`src/rtl/keypad_pkg.sv`:
```
// Shared types and constants for the 4x4 keypad encoder.
// The keymap is indexed {row, col} and holds the hex code driven to the display path.
package keypad_pkg;

    typedef enum logic [1:0] {
        SCAN,
        DEBOUNCE,
        HELD,
        RELEASE
    } state_t;

    localparam int unsigned DEBOUNCE_CYCLES_DEFAULT = 8;
    localparam int unsigned SCAN_CYCLES_DEFAULT     = 4;

    localparam logic [3:0] KEYMAP [16] = '{
        4'h1, 4'h2, 4'h3, 4'hA,
        4'h4, 4'h5, 4'h6, 4'hB,
        4'h7, 4'h8, 4'h9, 4'hC,
        4'hE, 4'h0, 4'hF, 4'hD
    };

endpackage

```
`src/rtl/sync2.sv`:
```
// Two-flop synchronizer for asynchronous inputs; both stages reset to all-ones
// so idle pulled-up lines read as released during and after reset.
module sync2 #(
    parameter int unsigned WIDTH = 1
) (
    input  logic             clk,
    input  logic             reset,
    input  logic [WIDTH-1:0] d,
    output logic [WIDTH-1:0] q
);

    logic [WIDTH-1:0] meta;

    always_ff @(posedge clk or negedge reset) begin
        if (!reset) begin
            meta <= '1;
            q    <= '1;
        end else begin
            meta <= d;
            q    <= meta;
        end
    end

endmodule

```
`src/rtl/keypad_encoder.sv`:
```
// Column-scanning 4x4 keypad encoder: debounces one key at a time and emits a
// single key_valid pulse per accepted press, holding key until the next press.
module keypad_encoder
    import keypad_pkg::*;
#(
    parameter int unsigned DEBOUNCE_CYCLES = DEBOUNCE_CYCLES_DEFAULT,
    parameter int unsigned SCAN_CYCLES     = SCAN_CYCLES_DEFAULT
) (
    input  logic       clk,
    input  logic       reset,
    input  logic [3:0] rows,
    output logic [3:0] cols,
    output logic [3:0] key,
    output logic       key_valid,
    output logic       key_held
);

    localparam int unsigned CNT_MAX = (DEBOUNCE_CYCLES > SCAN_CYCLES) ? DEBOUNCE_CYCLES : SCAN_CYCLES;
    localparam int unsigned CW      = $clog2(CNT_MAX) + 1;
    localparam logic [CW-1:0] DB_LAST = CW'(DEBOUNCE_CYCLES - 1);
    localparam logic [CW-1:0] SC_LAST = CW'(SCAN_CYCLES - 1);

    logic [3:0]    rows_s;
    state_t        state_q, state_d;
    logic [1:0]    col_q, col_d;
    logic [1:0]    row_q, row_d;
    logic [CW-1:0] dwell_q, dwell_d;
    logic [CW-1:0] cnt_q, cnt_d;
    logic [3:0]    key_q, key_d;
    logic          valid_q, valid_d;
    logic          held_q, held_d;
    logic [1:0]    low_row;
    logic          row_up;

    sync2 #(
        .WIDTH(4)
    ) u_sync (
        .clk  (clk),
        .reset(reset),
        .d    (rows),
        .q    (rows_s)
    );

    // Descending scan so the lowest-index low row is the last one written.
    always_comb begin
        low_row = 2'd0;
        for (int unsigned r = 4; r > 0; r--) begin
            if (!rows_s[r-1]) low_row = 2'(r - 1);
        end
    end

    assign row_up = rows_s[row_q];

    always_ff @(posedge clk or negedge reset) begin
        if (!reset) begin
            state_q <= SCAN;
            col_q   <= '0;
            row_q   <= '0;
            dwell_q <= '0;
            cnt_q   <= '0;
            key_q   <= '0;
            valid_q <= 1'b0;
            held_q  <= 1'b0;
        end else begin
            state_q <= state_d;
            col_q   <= col_d;
            row_q   <= row_d;
            dwell_q <= dwell_d;
            cnt_q   <= cnt_d;
            key_q   <= key_d;
            valid_q <= valid_d;
            held_q  <= held_d;
        end
    end

    always_comb begin
        state_d = state_q;
        col_d   = col_q;
        row_d   = row_q;
        dwell_d = dwell_q;
        cnt_d   = cnt_q;
        key_d   = key_q;
        valid_d = 1'b0;
        held_d  = held_q;

        case (state_q)
            SCAN: begin
                if (dwell_q == SC_LAST) begin
                    dwell_d = '0;
                    if (rows_s != 4'b1111) begin
                        row_d   = low_row;
                        cnt_d   = '0;
                        state_d = DEBOUNCE;
                    end else begin
                        col_d = col_q + 2'd1;
                    end
                end else begin
                    dwell_d = dwell_q + CW'(1);
                end
            end

            // dwell is already zero here, so a return to SCAN gets a full dwell on the next column
            DEBOUNCE: begin
                if (row_up) begin
                    state_d = SCAN;
                    col_d   = col_q + 2'd1;
                end else if (cnt_q == DB_LAST) begin
                    key_d   = KEYMAP[{row_q, col_q}];
                    valid_d = 1'b1;
                    held_d  = 1'b1;
                    state_d = HELD;
                end else begin
                    cnt_d = cnt_q + CW'(1);
                end
            end

            HELD: begin
                if (row_up) begin
                    cnt_d   = '0;
                    state_d = RELEASE;
                end
            end

            RELEASE: begin
                if (!row_up) begin
                    state_d = HELD;
                end else if (cnt_q == DB_LAST) begin
                    held_d  = 1'b0;
                    state_d = SCAN;
                    col_d   = col_q + 2'd1;
                end else begin
                    cnt_d = cnt_q + CW'(1);
                end
            end

            default: state_d = SCAN;
        endcase
    end

    assign cols      = ~(4'b0001 << col_q);
    assign key       = key_q;
    assign key_valid = valid_q;
    assign key_held  = held_q;

endmodule

```
`config.mk`:
```
export PLATFORM = sky130hd
export DESIGN_NAME = keypad_encoder
export DESIGN_NICKNAME = d
export VERILOG_FILES = /design/src/rtl/keypad_pkg.sv /design/src/rtl/sync2.sv /design/src/rtl/keypad_encoder.sv
export SDC_FILE = /design/constraint.sdc
export NUM_CORES = 1
export LEC_CHECK = 0
export ABC_AREA = 1
export BUFFER_PORTS_ARGS = -buffer_cell sky130_fd_sc_hd__buf_4
export CORE_MARGIN = 3
export CORE_UTILIZATION = 34
export DETAILED_ROUTE_END_ITERATION = 10
export PLACE_DENSITY = 0.56
export SLEW_MARGIN = 20
export SYNTH_ARGS = -nofsm -noshare
export SYNTH_HDL_FRONTEND = slang
export SYNTH_HIERARCHICAL = 1
export SYNTH_SLANG_ARGS = --single-unit
```
`constraint.sdc`:
```
create_clock -name clk -period 1.5 [get_ports clk]
set_input_delay 0.075 -clock clk [delete_from_list [all_inputs] [get_ports clk]]
set_output_delay 0.075 -clock clk [all_outputs]
set_load 0.02 [all_outputs]
```
==> Word level (Yosys, flattened, before mapping) <==
Memory sizes are Yosys's and may differ from the RTL's. A register that Yosys moved wholly into a read port is not among the register bits.
Index checks and enable logic that the tools add are counted.
{ "totals": {"reg_bits": 24, "rom_bits": 64, "inputBits": 6, "word_cells": 81, "n_memories": 1} }
{ "classes": {"addsub": 3, "magnitude_cmp": 1, "n_eq_ne": 17, "n_shift": 1, "muxes": 36, "n_bitwise": 3, "reduce_logical": 10} }
{ "memory_table": {"columns": ["memory", "depth", "word_bits", "rd", "rd_clocked_by_memory_dff", "write_ports", "line_no", "text"], "rows": [
  ["(name not given)", 16, 4, 1, 1, 0, "keypad_encoder.sv:108", "key_d = KEYMAP[{row_q, col_q}];"]
]} }
{ "op_table": {"columns": ["op", "n"], "rows": [
  ["two-way mux 2 bit", 16],
  ["two-way mux 4 bit", 7],
  ["inequality test 2 bit (second input constant)", 9],
  ["case mux 4 bit (4 select lines)", 1],
  ["AND reduction 5 bit", 3],
  ["adder 4 x 1 -> 4 bit (second input constant)", 2],
  ["two-way mux 1 bit", 8],
  ["case mux 2 bit (4 select lines)", 1],
  ["inequality test 3 bit (second input constant)", 2],
  ["case mux 2 bit (3 select lines)", 1],
  ["AND reduction 3 bit", 2],
  ["AND reduction 6 bit", 1],
  ["NOT 4 -> 5 bit", 1],
  ["equality test 2 bit (second input constant)", 2],
  ["equality test 4 x 2 -> 1 bit (second input constant)", 1],
  ["equality test 4 x 3 -> 1 bit (second input constant)", 1],
  ["inequality test 4 bit (second input constant)", 1],
  ["NOT 4 bit", 1],
  ["left shift 1 x 2 -> 4 bit (first input constant)", 1],
  ["< comparator 2 x 3 -> 1 bit (second input constant)", 1],
  ["nonzero test 3 bit", 1],
  ["adder 2 x 1 -> 2 bit (second input constant)", 1],
  ["binary-select mux 1 bit (select 2 bit)", 1],
  ["equality test 2 x 1 -> 1 bit (second input constant)", 1],
  ["5 further kinds", 5]
]} }

==> Logic depth before layout (Yosys ltp) <==
Gate-level depths: netlist (run 1).
{ "logic_depth": {"word_depth": 4, "ltp_mapped": 10, "mapped_depth_nobuf": 10} }

==> Modules after synthesis <==
Netlist (run 1), hierarchy kept.
{ "by_module_without_submodules": {"columns": ["module", "n_inst", "cells_per_inst", "area_per_inst_um2"], "rows": [
  ["keypad_encoder", 1, 171, 1308.8],
  ["sync2", 1, 8, 210.2]
]} }

==> Worst setup path after synthesis (run 1) <==
Ideal clock, no wire load.
{ "synth_timing": {"kind": "reg2reg", "startpoint": "register cnt_q[0]", "endpoint": "register col_q[1]", "setup_ps": 121, "t_arrival_ps": 1195, "required_time_ps": 1379, "setup_slack_ps": 185, "path_stages_with_launch": 11, "path_cell_list": "dfrtp_1 -> ha_1 -> nand2_1 -> inv_1 -> nand2_2 -> nand2_1 -> nand2_1 -> nor2_1 -> nand3_1 -> nand2_1 -> o21ai_1"} }
{ "synth_via": {"elab_chain_len": 3} }
{ "synth_rtl": {"columns": ["item", "line_no", "text"], "rows": [
  ["start, declared", "keypad_encoder.sv:28", "logic [CW-1:0] cnt_q, cnt_d;"],
  ["start signal, assigned", "keypad_encoder.sv:69", "cnt_q <= cnt_d;"],
  ["equality test 4 x 3 -> 1 bit", "keypad_encoder.sv:127", "end else if (cnt_q == DB_LAST) begin"],
  ["inequality test 2 bit (no line)", null, null],
  ["AND reduction 6 bit (no line)", null, null],
  ["end signal, assigned", "keypad_encoder.sv:66", "col_q <= col_d;"],
  ["end, declared", "keypad_encoder.sv:25", "logic [1:0] col_q, col_d;"]
]} }
Every way passes these cells.
A chain may end at the register's enable or synchronous reset.

==> Worst setup path after layout (run 1) <==
{ "layout_timing": {"startpoint": "register cnt_q[0]", "endpoint": "register key_q[3] (netlist: key[3])"} }
{ "layout_via": {"elab_chain_len": 2} }
{ "layout_rtl": {"columns": ["item", "line_no", "text"], "rows": [
  ["equality test 4 x 3 -> 1 bit", "keypad_encoder.sv:107", "end else if (cnt_q == DB_LAST) begin"],
  ["AND reduction 3 bit (no line)", null, null],
  ["end, declared", "keypad_encoder.sv:29", "logic [3:0] key_q, key_d;"]
]} }
Every way passes these cells.

==> flow_summary.json, run 1 <==
{
  "status": "completed",
  "ys.warnings.count": 6,
  "nNetsFinal": 224,
  "syn2layout_area_growth_pct": 22.73,
  "multiInputGateArea_um2": 686.9,
  "hpwl_um": 2140,
  "fp.dieH_um": 72.84,
  "drt_wl_total_um": 2836,
  "p_leak_nw": 1.024,
  "layout_common_cells": "nand2_1 (49), inv_1 (26), buf_4 (22)",
  "synth_enable_flop_cells": 0,
  "antenna_cells": 0,
  "drive_gt1_frac": 0.2536,
  "cpPeakStageDelay_ns": 0.38,
  "cts_tree": "yes",
  "synth_cells": 179,
  "mappedNetlistArea_mm2": 0.001519,
  "critPathSlowestCell": "dfrtp_1",
  "ys_seq_area_frac": 0.4679,
  "min_path_type": "in -> async",
  "grt_pass1_vias": 1119,
  "ys_ff_latch": 28,
  "vias_per_cell": 4.467,
  "crit_start": "cnt_q[0]",
  "hold_slack_ns": 0.2314,
  "io_pins": 16,
  "utilization": 0.4499,
  "grt_usage": 0.1205,
  "regArea_um2": 710.7,
  "drt_iter0_markers": 62,
  "die_area_mm2": 0.005306,
  "numCtsBuffers": 3,
  "cts.sinks": 28,
  "grt_pass1_wl_um": 4995,
  "min_period_over_period": 0.9054,
  "worstMarginPinSlew_ns": 0.3505,
  "timing.rr.start": "cnt_q[0]",
  "cp.required_ns": 1.68,
  "ir_drop_mv": 0.6281,
  "maxSlewHeadroom": 0.7663,
  "drt_first_pass_iters": 6,
  "drc": 0,
  "clock-skew-final_ns": 0.005471,
  "setup.worst_path.class": "reg -> reg",
  "path_cells": "ha_2 > nand2_1 > inv_1 > nand2_2 > buf_4 > nor2_8 > inv_4 > nand2_1 > o21ai_2",
  "period_needed_ns": 1.358,
  "drv_cap": 0,
  "routabilityCongestion": 0.8142,
  "num_vias": 1157,
  "grt_overflow": 0,
  "avgSynthCellArea_um2": 8.486,
  "slew_violations": 0,
  "rows": 23,
  "synth-async-reset-ratio": 1.000,
  "cts.htree.levels": 1,
  "wl_per_cell_um": 10.95,
  "setup_viol": 0,
  "grt_setup_unrepaired": "false",
  "syn_nets": 193,
  "portBuffers": 15,
  "final_cell_area_mm2": 0.001864,
  "final_common_cell": "nand2_1",
  "hold_viol_final": 0,
  "finalSetupTns_ns": 0,
  "start_util": 0.3665,
  "core_area_mm2": 0.004144,
  "worst_setup_path_end_kind": "flop",
  "fmax_mhz": 736.3,
  "ant_nets": 0,
  "antenna_found_initial": 0,
  "dieWidth_um": 72.84,
  "worstSetupStartpointType": "flop",
  "clockBufferDepth": 2,
  "clk_pin_slew_ns": 0.10,
  "ys.flop_type": "dfrtp_1",
  "grt_max_degree": 29,
  "ys_types": 28,
  "crit_top_cell": "nand2_1",
  "p_per_area_mw_per_mm2": 1858,
  "critPathMaxFanout": 6,
  "clkLatencyLatePin_ns": 0.28,
  "critPathArrivalTime_ns": 1.54,
  "placed_area_mm2": 0.001728,
  "nFillCells": 423,
  "clockRootBuffer": "clkbuf_8"
}
[timing repair]
action                                 CTS  global route
endpoints found under the hold margin   24             0
setup endpoints to repair                0             6
setup buffers                            0             1
resized for setup                        0             3
hold buffers                             5             0
[worst max-delay path: cells and delay by family (launching register included)]
kind | cells | cell delay, ns
adder cells (fa/ha/maj) | 1 | 0.19
buffers and inverters | 3 | 0.30
AO/OA/AOI/OAI | 1 | 0.05
flip-flops | 1 | 0.38
AND/OR/NAND/NOR | 4 | 0.34
[worst paths after layout]
check,depth (start not counted),to,slack [ns]
worst min-delay path,2,key[2],0.23
worst max-delay path,9,key[3],0.14
worst min register to register,0,u_sync/q[1],0.36
min in group clk,0,u_sync/q[1],0.36
max in group asynchronous,2,u_sync/q[1],0.96
worst max register to register,9,key[3],0.14
[layout make-up]
| type | count | share of cell area |
|---|---|---|
| clock buffers | 3 | 0.02215 |
| repair buffers | 27 | 0.1154 |
| multi-input cells | 120 | 0.3685 |
| flip-flops and latches | 28 | 0.3812 |
| clock inverters | 1 | 0.01611 |
| well taps | 50 | 0.03356 |
| inverters | 30 | 0.06309 |
[state kept, by name, summed over array words and instances (netlist names), named ones only]
name and flops:
key_valid 1, cnt_q 4, col_q 2, state_q 1
u_sync/q 4, key 4, u_sync/meta 4, dwell_q 4
row_q 2, key_held 1
[synthesized netlist by cell type, types with 2 or more instances]
| cell | n | share of area |
|---|---|---|
| o21ai_1 | 2 | 0.0066 |
| nor2_1 | 11 | 0.027 |
| o21ai_0 | 10 | 0.033 |
| inv_4 | 2 | 0.0082 |
| nand2_2 | 2 | 0.0082 |
| nand3_2 | 2 | 0.013 |
| a21oi_1 | 4 | 0.013 |
| inv_2 | 2 | 0.0049 |
| inv_1 | 26 | 0.064 |
| dfstp_2 | 8 | 0.14 |
| nand3_1 | 13 | 0.043 |
| dfrtp_1 | 20 | 0.33 |
| nand2_1 | 50 | 0.12 |
| o21bai_1 | 4 | 0.020 |
| nand2_4 | 3 | 0.022 |
| ha_1 | 8 | 0.066 |
[power breakdown]
group,total [mW],switching [mW],internal [mW]
registers,1.15,0.190,0.960
clock network,0.603,0.245,0.358
logic,1.71,1.06,0.652
total,3.46,1.49,1.97
[stage by stage]
step                      power [mW]  worst slack (ns)  std cells
after floorplan                2.372            0.1846        179
after global placement         2.856            0.1243        249
after detailed placement       2.854            0.1139        249
after CTS                      3.489           0.08168        258
after global routing           3.834           0.01370        259
final                          3.463            0.1419        259
[layer usage]
metal  part of all wire  GRT usage  vias to the layer above
li1                   -          -                      620
met1               0.48     0.1596                      509
met2               0.47     0.1934                       23
met3              0.047    0.03444                        5
met4             0.0095    0.03074                        0
met5                  0          0                        -
[cell families after synthesis]
group / after synthesis / share of synthesized area
AOI/OAI and AO/OA: 23 / 0.08897
xor gates and xnor gates: 2 / 0.01153
adders and majority gates: 8 / 0.06590
buffers and inverters: 31 / 0.08484
DFF: 28 / 0.4679
and+or+nand+nor: 87 / 0.2809
(Power assumes the default switching activity.)
==> run 2, diff against run 1 <==
--- a/config.mk
+++ b/config.mk
@@ -7,10 +7,11 @@
 export LEC_CHECK = 0
 export ABC_AREA = 1
 export BUFFER_PORTS_ARGS = -buffer_cell sky130_fd_sc_hd__buf_4
+export CAP_MARGIN = 5
 export CORE_MARGIN = 3
-export CORE_UTILIZATION = 34
+export CORE_UTILIZATION = 55
 export DETAILED_ROUTE_END_ITERATION = 10
-export PLACE_DENSITY = 0.56
+export PLACE_DENSITY = 0.8
 export SLEW_MARGIN = 20
 export SYNTH_ARGS = -nofsm -noshare
 export SYNTH_HDL_FRONTEND = slang
==> flow_summary.json, run 2 (synthesis gave the netlist of run 1 again) <==
{
  "start_util": 0.5969,
  "syn2layout_area_growth_pct": 21.17,
  "setup_viol": 0,
  "clkLatencyLatePin_ns": 0.34,
  "vias_per_cell": 5.160,
  "fp.dieH_um": 58.55,
  "period_needed_ns": 1.449,
  "multiInputGateArea_um2": 709.4,
  "critPathSlowestCell": "dfrtp_1",
  "worstSetupStartpointType": "flop",
  "io_pins": 16,
  "final_cell_area_mm2": 0.001841,
  "final_common_cell": "nand2_1",
  "drc": 0,
  "hpwl_um": 2134,
  "ir_drop_mv": 1.271,
  "clockBufferDepth": 2,
  "path_delay_family": "simple AND/OR/NAND/NOR gates",
  "cts.htree.levels": 1,
  "drt_first_pass_iters": 4,
  "status": "completed",
  "utilization": 0.7232,
  "grt_setup_unrepaired": "true",
  "die_area_mm2": 0.003428,
  "crit_top_cell": "nand2_1",
  "crit_start": "cnt_q[1]",
  "setup.worst_path.class": "reg -> reg",
  "grt_usage": 0.2048,
  "grt_overflow": 0,
  "grt_pass1_wl_um": 5333,
  "clockRootBuffer": "clkbuf_4",
  "portBuffers": 15,
  "num_vias": 1228,
  "drt_iter0_markers": 52,
  "grt_pass1_vias": 1199,
  "path_cells": "ha_2 > nand2_1 > inv_2 > nand2_4 > nand2_1 > nand2_1 > nor2_2 > nand3_2 > nand2_1 > o21ai_1",
  "p_leak_nw": 1.008,
  "worst_setup_path_end_kind": "flop",
  "nFillCells": 195,
  "hold_viol_final": 0,
  "drive_gt1_frac": 0.2933,
  "layout_common_cells": "nand2_1 (49), inv_1 (24), buf_4 (21)",
  "antenna_found_initial": 0,
  "maxSlewHeadroom": 0.7673,
  "min_period_over_period": 0.9659,
  "clk_pin_slew_ns": 0.16,
  "core_area_mm2": 0.002545,
  "min_path_type": "in -> async",
  "drt_wl_total_um": 3187,
  "cts.sinks": 28,
  "critPathMaxFanout": 4,
  "grt_max_degree": 29,
  "p_per_area_mw_per_mm2": 1898,
  "placed_area_mm2": 0.001665,
  "dieWidth_um": 58.55,
  "ant_nets": 0,
  "crit_buf_inv": 1,
  "regArea_um2": 715.7,
  "rows": 18,
  "numCtsBuffers": 3,
  "wl_per_cell_um": 13.39,
  "cts_tree": "yes",
  "worstMarginPinSlew_ns": 0.3490,
  "slew_violations": 0,
  "hold_slack_ns": 0.1659,
  "fmax_mhz": 690.2,
  "clock-skew-final_ns": 0.009909,
  "timing.rr.start": "cnt_q[1]",
  "routabilityCongestion": 0.9027,
  "drv_cap": 0,
  "antenna_cells": 0,
  "critPathArrivalTime_ns": 1.69,
  "nNetsFinal": 223,
  "cpPeakStageDelay_ns": 0.41,
  "cp.required_ns": 1.74
}
## run 2: cell types whose count changed in the layout (fill, tap and decap cells not counted), sizes merged
cell | previous run | this run
buf | 22 | 21
## run 2: stage by stage
stage               power, mW  setup WS [ns]  TNS, ns  std cells
detailed placement      2.782       0.004986        0        224
CTS                     3.342       0.009904        0        235
global route            3.780       -0.06498  -0.1203        238
floorplan               2.372         0.1846        0        179
finish                  3.493        0.05118        0        238
global placement        2.698        0.07454        0        224
## run 2: repair_timing
action,4_1_cts,5_1_grt
hold buffers,5,0
buffers inserted,2,3
pin swaps,1,0
endpoints found under the setup margin,2,15
hold endpoints to repair,32,0
gates cloned,0,0
resized for setup,2,12
## run 2: area by class of cell
cell class,count,area share
sequential,28,0.3888
multi-input combinational,120,0.3855
timing repair buffer,26,0.1128
inverter,30,0.06390
tap,30,0.02039
clock inverter,1,0.01632
clock buffer,3,0.01224
## run 2: path summary, 6_finish.rpt
path | to | slack [ns] | depth (start not counted)
min in group clk | u_sync/meta[1] | 0.37 | 2
max | col_q[1] | 0.05 | 10
max reg2reg | col_q[1] | 0.05 | 10
min | key[3] | 0.17 | 2
max in group asynchronous | u_sync/q[1] | 1.03 | 2
min reg2reg | u_sync/q[2] | 0.37 | 0
## run 2: layer usage
metal	vias up	share of wire	wire [µm]	global-route usage
li1	616	-	-	-
met1	576	0.41	1311	0.2638
met2	30	0.53	1678	0.3589
met3	6	0.044	139	0.03289
met4	0	0.018	57	0.04967
met5	-	0	0	0
## run 2: worst register-to-register path, cell delays in order, from the launching register on
cell and delay [ns]:
dfrtp_1 0.41, ha_2 0.19, nand2_1 0.09, inv_2 0.09, nand2_4 0.08, nand2_1 0.08, nand2_1 0.06, nor2_2 0.12
nand3_2 0.11, nand2_1 0.07, o21ai_1 0.07
## run 2: power by group
group	internal, mW	switching, mW
registers	0.970	0.240
clock network	0.270	0.232
logic	0.660	1.12
==> run 3, diff against run 2 <==
--- a/config.mk
+++ b/config.mk
@@ -5,13 +5,13 @@
 export SDC_FILE = /design/constraint.sdc
 export NUM_CORES = 1
 export LEC_CHECK = 0
-export ABC_AREA = 1
 export BUFFER_PORTS_ARGS = -buffer_cell sky130_fd_sc_hd__buf_4
 export CAP_MARGIN = 5
 export CORE_MARGIN = 3
 export CORE_UTILIZATION = 55
 export DETAILED_ROUTE_END_ITERATION = 10
-export PLACE_DENSITY = 0.8
+export MAX_ROUTING_LAYER = met4
+export PLACE_DENSITY = 0.81
 export SLEW_MARGIN = 20
 export SYNTH_ARGS = -nofsm -noshare
 export SYNTH_HDL_FRONTEND = slang
==> flow_summary.json, run 3 <==
{
  "period_needed_ns": 1.765,
  "synth_cells": 128,
  "drt_wl_total_um": 3472,
  "rows": 17,
  "timing.rr.start": "u_sync/q[1]",
  "reg2reg_depth": 7,
  "ys_types": 36,
  "avgSynthCellArea_um2": 11.10,
  "syn2layout_area_growth_pct": 38.20,
  "core_area_mm2": 0.002340,
  "ir_drop_mv": 1.298,
  "critPathArrivalTime_ns": 2.04,
  "cp.required_ns": 1.77,
  "mappedNetlistArea_mm2": 0.001421,
  "grt_overflow": 0,
  "violations": "setup timing",
  "start_util": 0.6075,
  "num_vias": 1224,
  "regArea_um2": 710.7,
  "clkLatencyLatePin_ns": 0.33,
  "utilization": 0.8396,
  "yosysTopAreaCell": "dfrtp_1",
  "grt_max_degree": 29,
  "maxSlewHeadroom": 0.6974,
  "dp_slack_ns": -0.2369,
  "critPathMaxFanout": 5,
  "worstSetupStartpointType": "flop",
  "final_common_cell": "buf_4",
  "hpwl_um": 2090,
  "hold_slack_ns": 0.1698,
  "setup.worst_path.class": "reg -> reg",
  "ys.warnings.count": 6,
  "synth.top_cells.by_count": "dfrtp_1 (20), a21oi_1 (12), inv_1 (11)",
  "regToRegSetupSlack_ns": -0.26,
  "clk_pin_slew_ns": 0.16,
  "finalSetupTns_ns": -2.795,
  "drv_cap": 0,
  "synth_enable_flop_cells": 0,
  "worst_setup_path_end_kind": "flop",
  "critPathSlowestCell": "dfstp_2",
  "status": "finished with violations",
  "multiInputGateArea_um2": 714.4,
  "ys.flop_type": "dfrtp_1",
  "nNetsFinal": 194,
  "die_area_mm2": 0.003230,
  "grt_setup_unrepaired": "true",
  "portBuffers": 15,
  "p_leak_nw": 0.9160,
  "cts.htree.levels": 1,
  "ant_nets": 0,
  "numCtsBuffers": 3,
  "antenna_found_initial": 0,
  "ys_ff_latch": 28,
  "yosys-top-cells-area": "dfrtp_1 (35%), dfstp_2 (15%), ha_1 (7.0%), a21oi_1 (4.2%), mux2i_1 (3.5%)",
  "yosysTopAreaCellShare": 0.3521,
  "r2r_end": "cnt_q[2]",
  "nFillCells": 133,
  "min_period_over_period": 1.177,
  "syn_nets": 142,
  "drt_iter0_markers": 96,
  "synth-async-reset-ratio": 1.000,
  "cpPeakStageDelay_ns": 0.58,
  "path_cells": "buf_4 > mux2i_1 > nor3b_1 > nor4_4 > buf_4 > buf_6 > a21oi_2",
  "clockBufferDepth": 2,
  "crit_start": "u_sync/q[1]",
  "drive_gt1_frac": 0.4525,
  "worstMarginPinSlew_ns": 0.4529,
  "clock-skew-final_ns": 0.01286,
  "fmax_mhz": 566.6,
  "cts.sinks": 28,
  "vias_per_cell": 5.913,
  "io_pins": 16,
  "routabilityCongestion": 0.9672,
  "ys_seq_area_frac": 0.5000,
  "grt_usage": 0.2215,
  "antenna_cells": 0,
  "crit_top_cell": "buf_4",
  "p_per_area_mw_per_mm2": 1894,
  "cts_tree": "yes",
  "slew_violations": 0,
  "grt_pass1_vias": 1240,
  "dieWidth_um": 56.84,
  "drc": 0,
  "wl_per_cell_um": 16.77,
  "yosysMostFrequentCell": "dfrtp_1",
  "grt_pass1_wl_um": 5471,
  "fp.dieH_um": 56.84,
  "setup_viol": 14,
  "drt_first_pass_iters": 4,
  "fin_ws_ns": -0.2649,
  "clockRootBuffer": "clkbuf_4",
  "min_path_type": "in -> async",
  "hold_viol_final": 0,
  "layout_common_cells": "buf_4 (39), dfrtp_1 (20), inv_1 (11)"
}
## run 3: cell types whose count changed after synthesis, moves of 3 or more
| cell | delta |
|---|---|
| a21oi_1 | +8 |
| inv_1 | -15 |
| mux2_2 | +3 |
| mux2i_1 | +5 |
| nand2_1 | -41 |
| nand2_4 | -3 |
| nand3_1 | -9 |
| nor2_1 | -3 |
| nor3b_1 | +3 |
| o21ai_0 | -6 |
| o21bai_1 | -4 |
## run 3: cell type report
cell class              count  share of cell area
well taps                  28             0.01783
clock buffers               3             0.01146
inverters                  11             0.02102
clock inverters             1             0.01529
multi-input cells          86              0.3637
repair buffers             50              0.2089
flip-flops and latches     28              0.3618
## run 3: worst max-delay path: cells and delay by family (launching register included)
family                 cells  cell delay, ns
flip-flops                 1            0.58
AND/OR/NAND/NOR            2            0.52
buffers and inverters      3            0.41
AO/OA/AOI/OAI              1            0.12
multiplexers               1            0.07
## run 3: power by group
group          internal (mW)  switching (mW)
Sequential             0.946           0.155
Clock                  0.270           0.220
Combinational           1.08            1.05
Total                   2.30            1.42
## run 3: worst max path at each step
stage	to	slack, ns	cells past startpoint
6_report	cnt_q[2]	-0.26	7
2_1_floorplan	key[0]	-0.13	3
3_3_place_gp	cnt_q[0]	-0.12	6
5_1_grt	cnt_q[3]	-0.35	6
3_5_place_dp	cnt_q[0]	-0.24	6
4_1_cts	cnt_q[3]	-0.22	6
## run 3: layer usage
metal | part of all wire | vias up | routed length (µm) | global-route usage
met5 | 0 | - | 0 | -
met4 | 0.014 | 0 | 47 | 0.06291
met3 | 0.048 | 8 | 165 | 0.03218
met2 | 0.53 | 50 | 1855 | 0.3944
met1 | 0.40 | 619 | 1404 | 0.2588
li1 | - | 547 | - | -
## run 3: cells by family after synthesis
kind of cell             after synthesis  synth area share
flip-flops                            28            0.5000
XOR/XNOR                               2           0.01233
buffers and inverters                 14           0.04489
AND/OR/NAND/NOR                       42            0.1769
multiplexers                          11            0.1012
adder cells (fa/ha/maj)                8           0.07043
AO/OA/AOI/OAI                         23           0.09420
## run 3: stage by stage
stage	instances	power, mW	instance area, µm²
floorplan	128	2.250	1431
global placement	192	2.794	1737
detailed placement	192	2.898	1737
CTS	206	3.528	1898
global route	207	3.939	1964
finish	207	3.720	1964
## run 3: timing repair
item,CTS,global route
hold buffers,5,0
buffers inserted,6,1
gates resized for setup,6,16
setup endpoints to repair,12,14
endpoints found under the hold margin,32,0
pin swaps,4,2
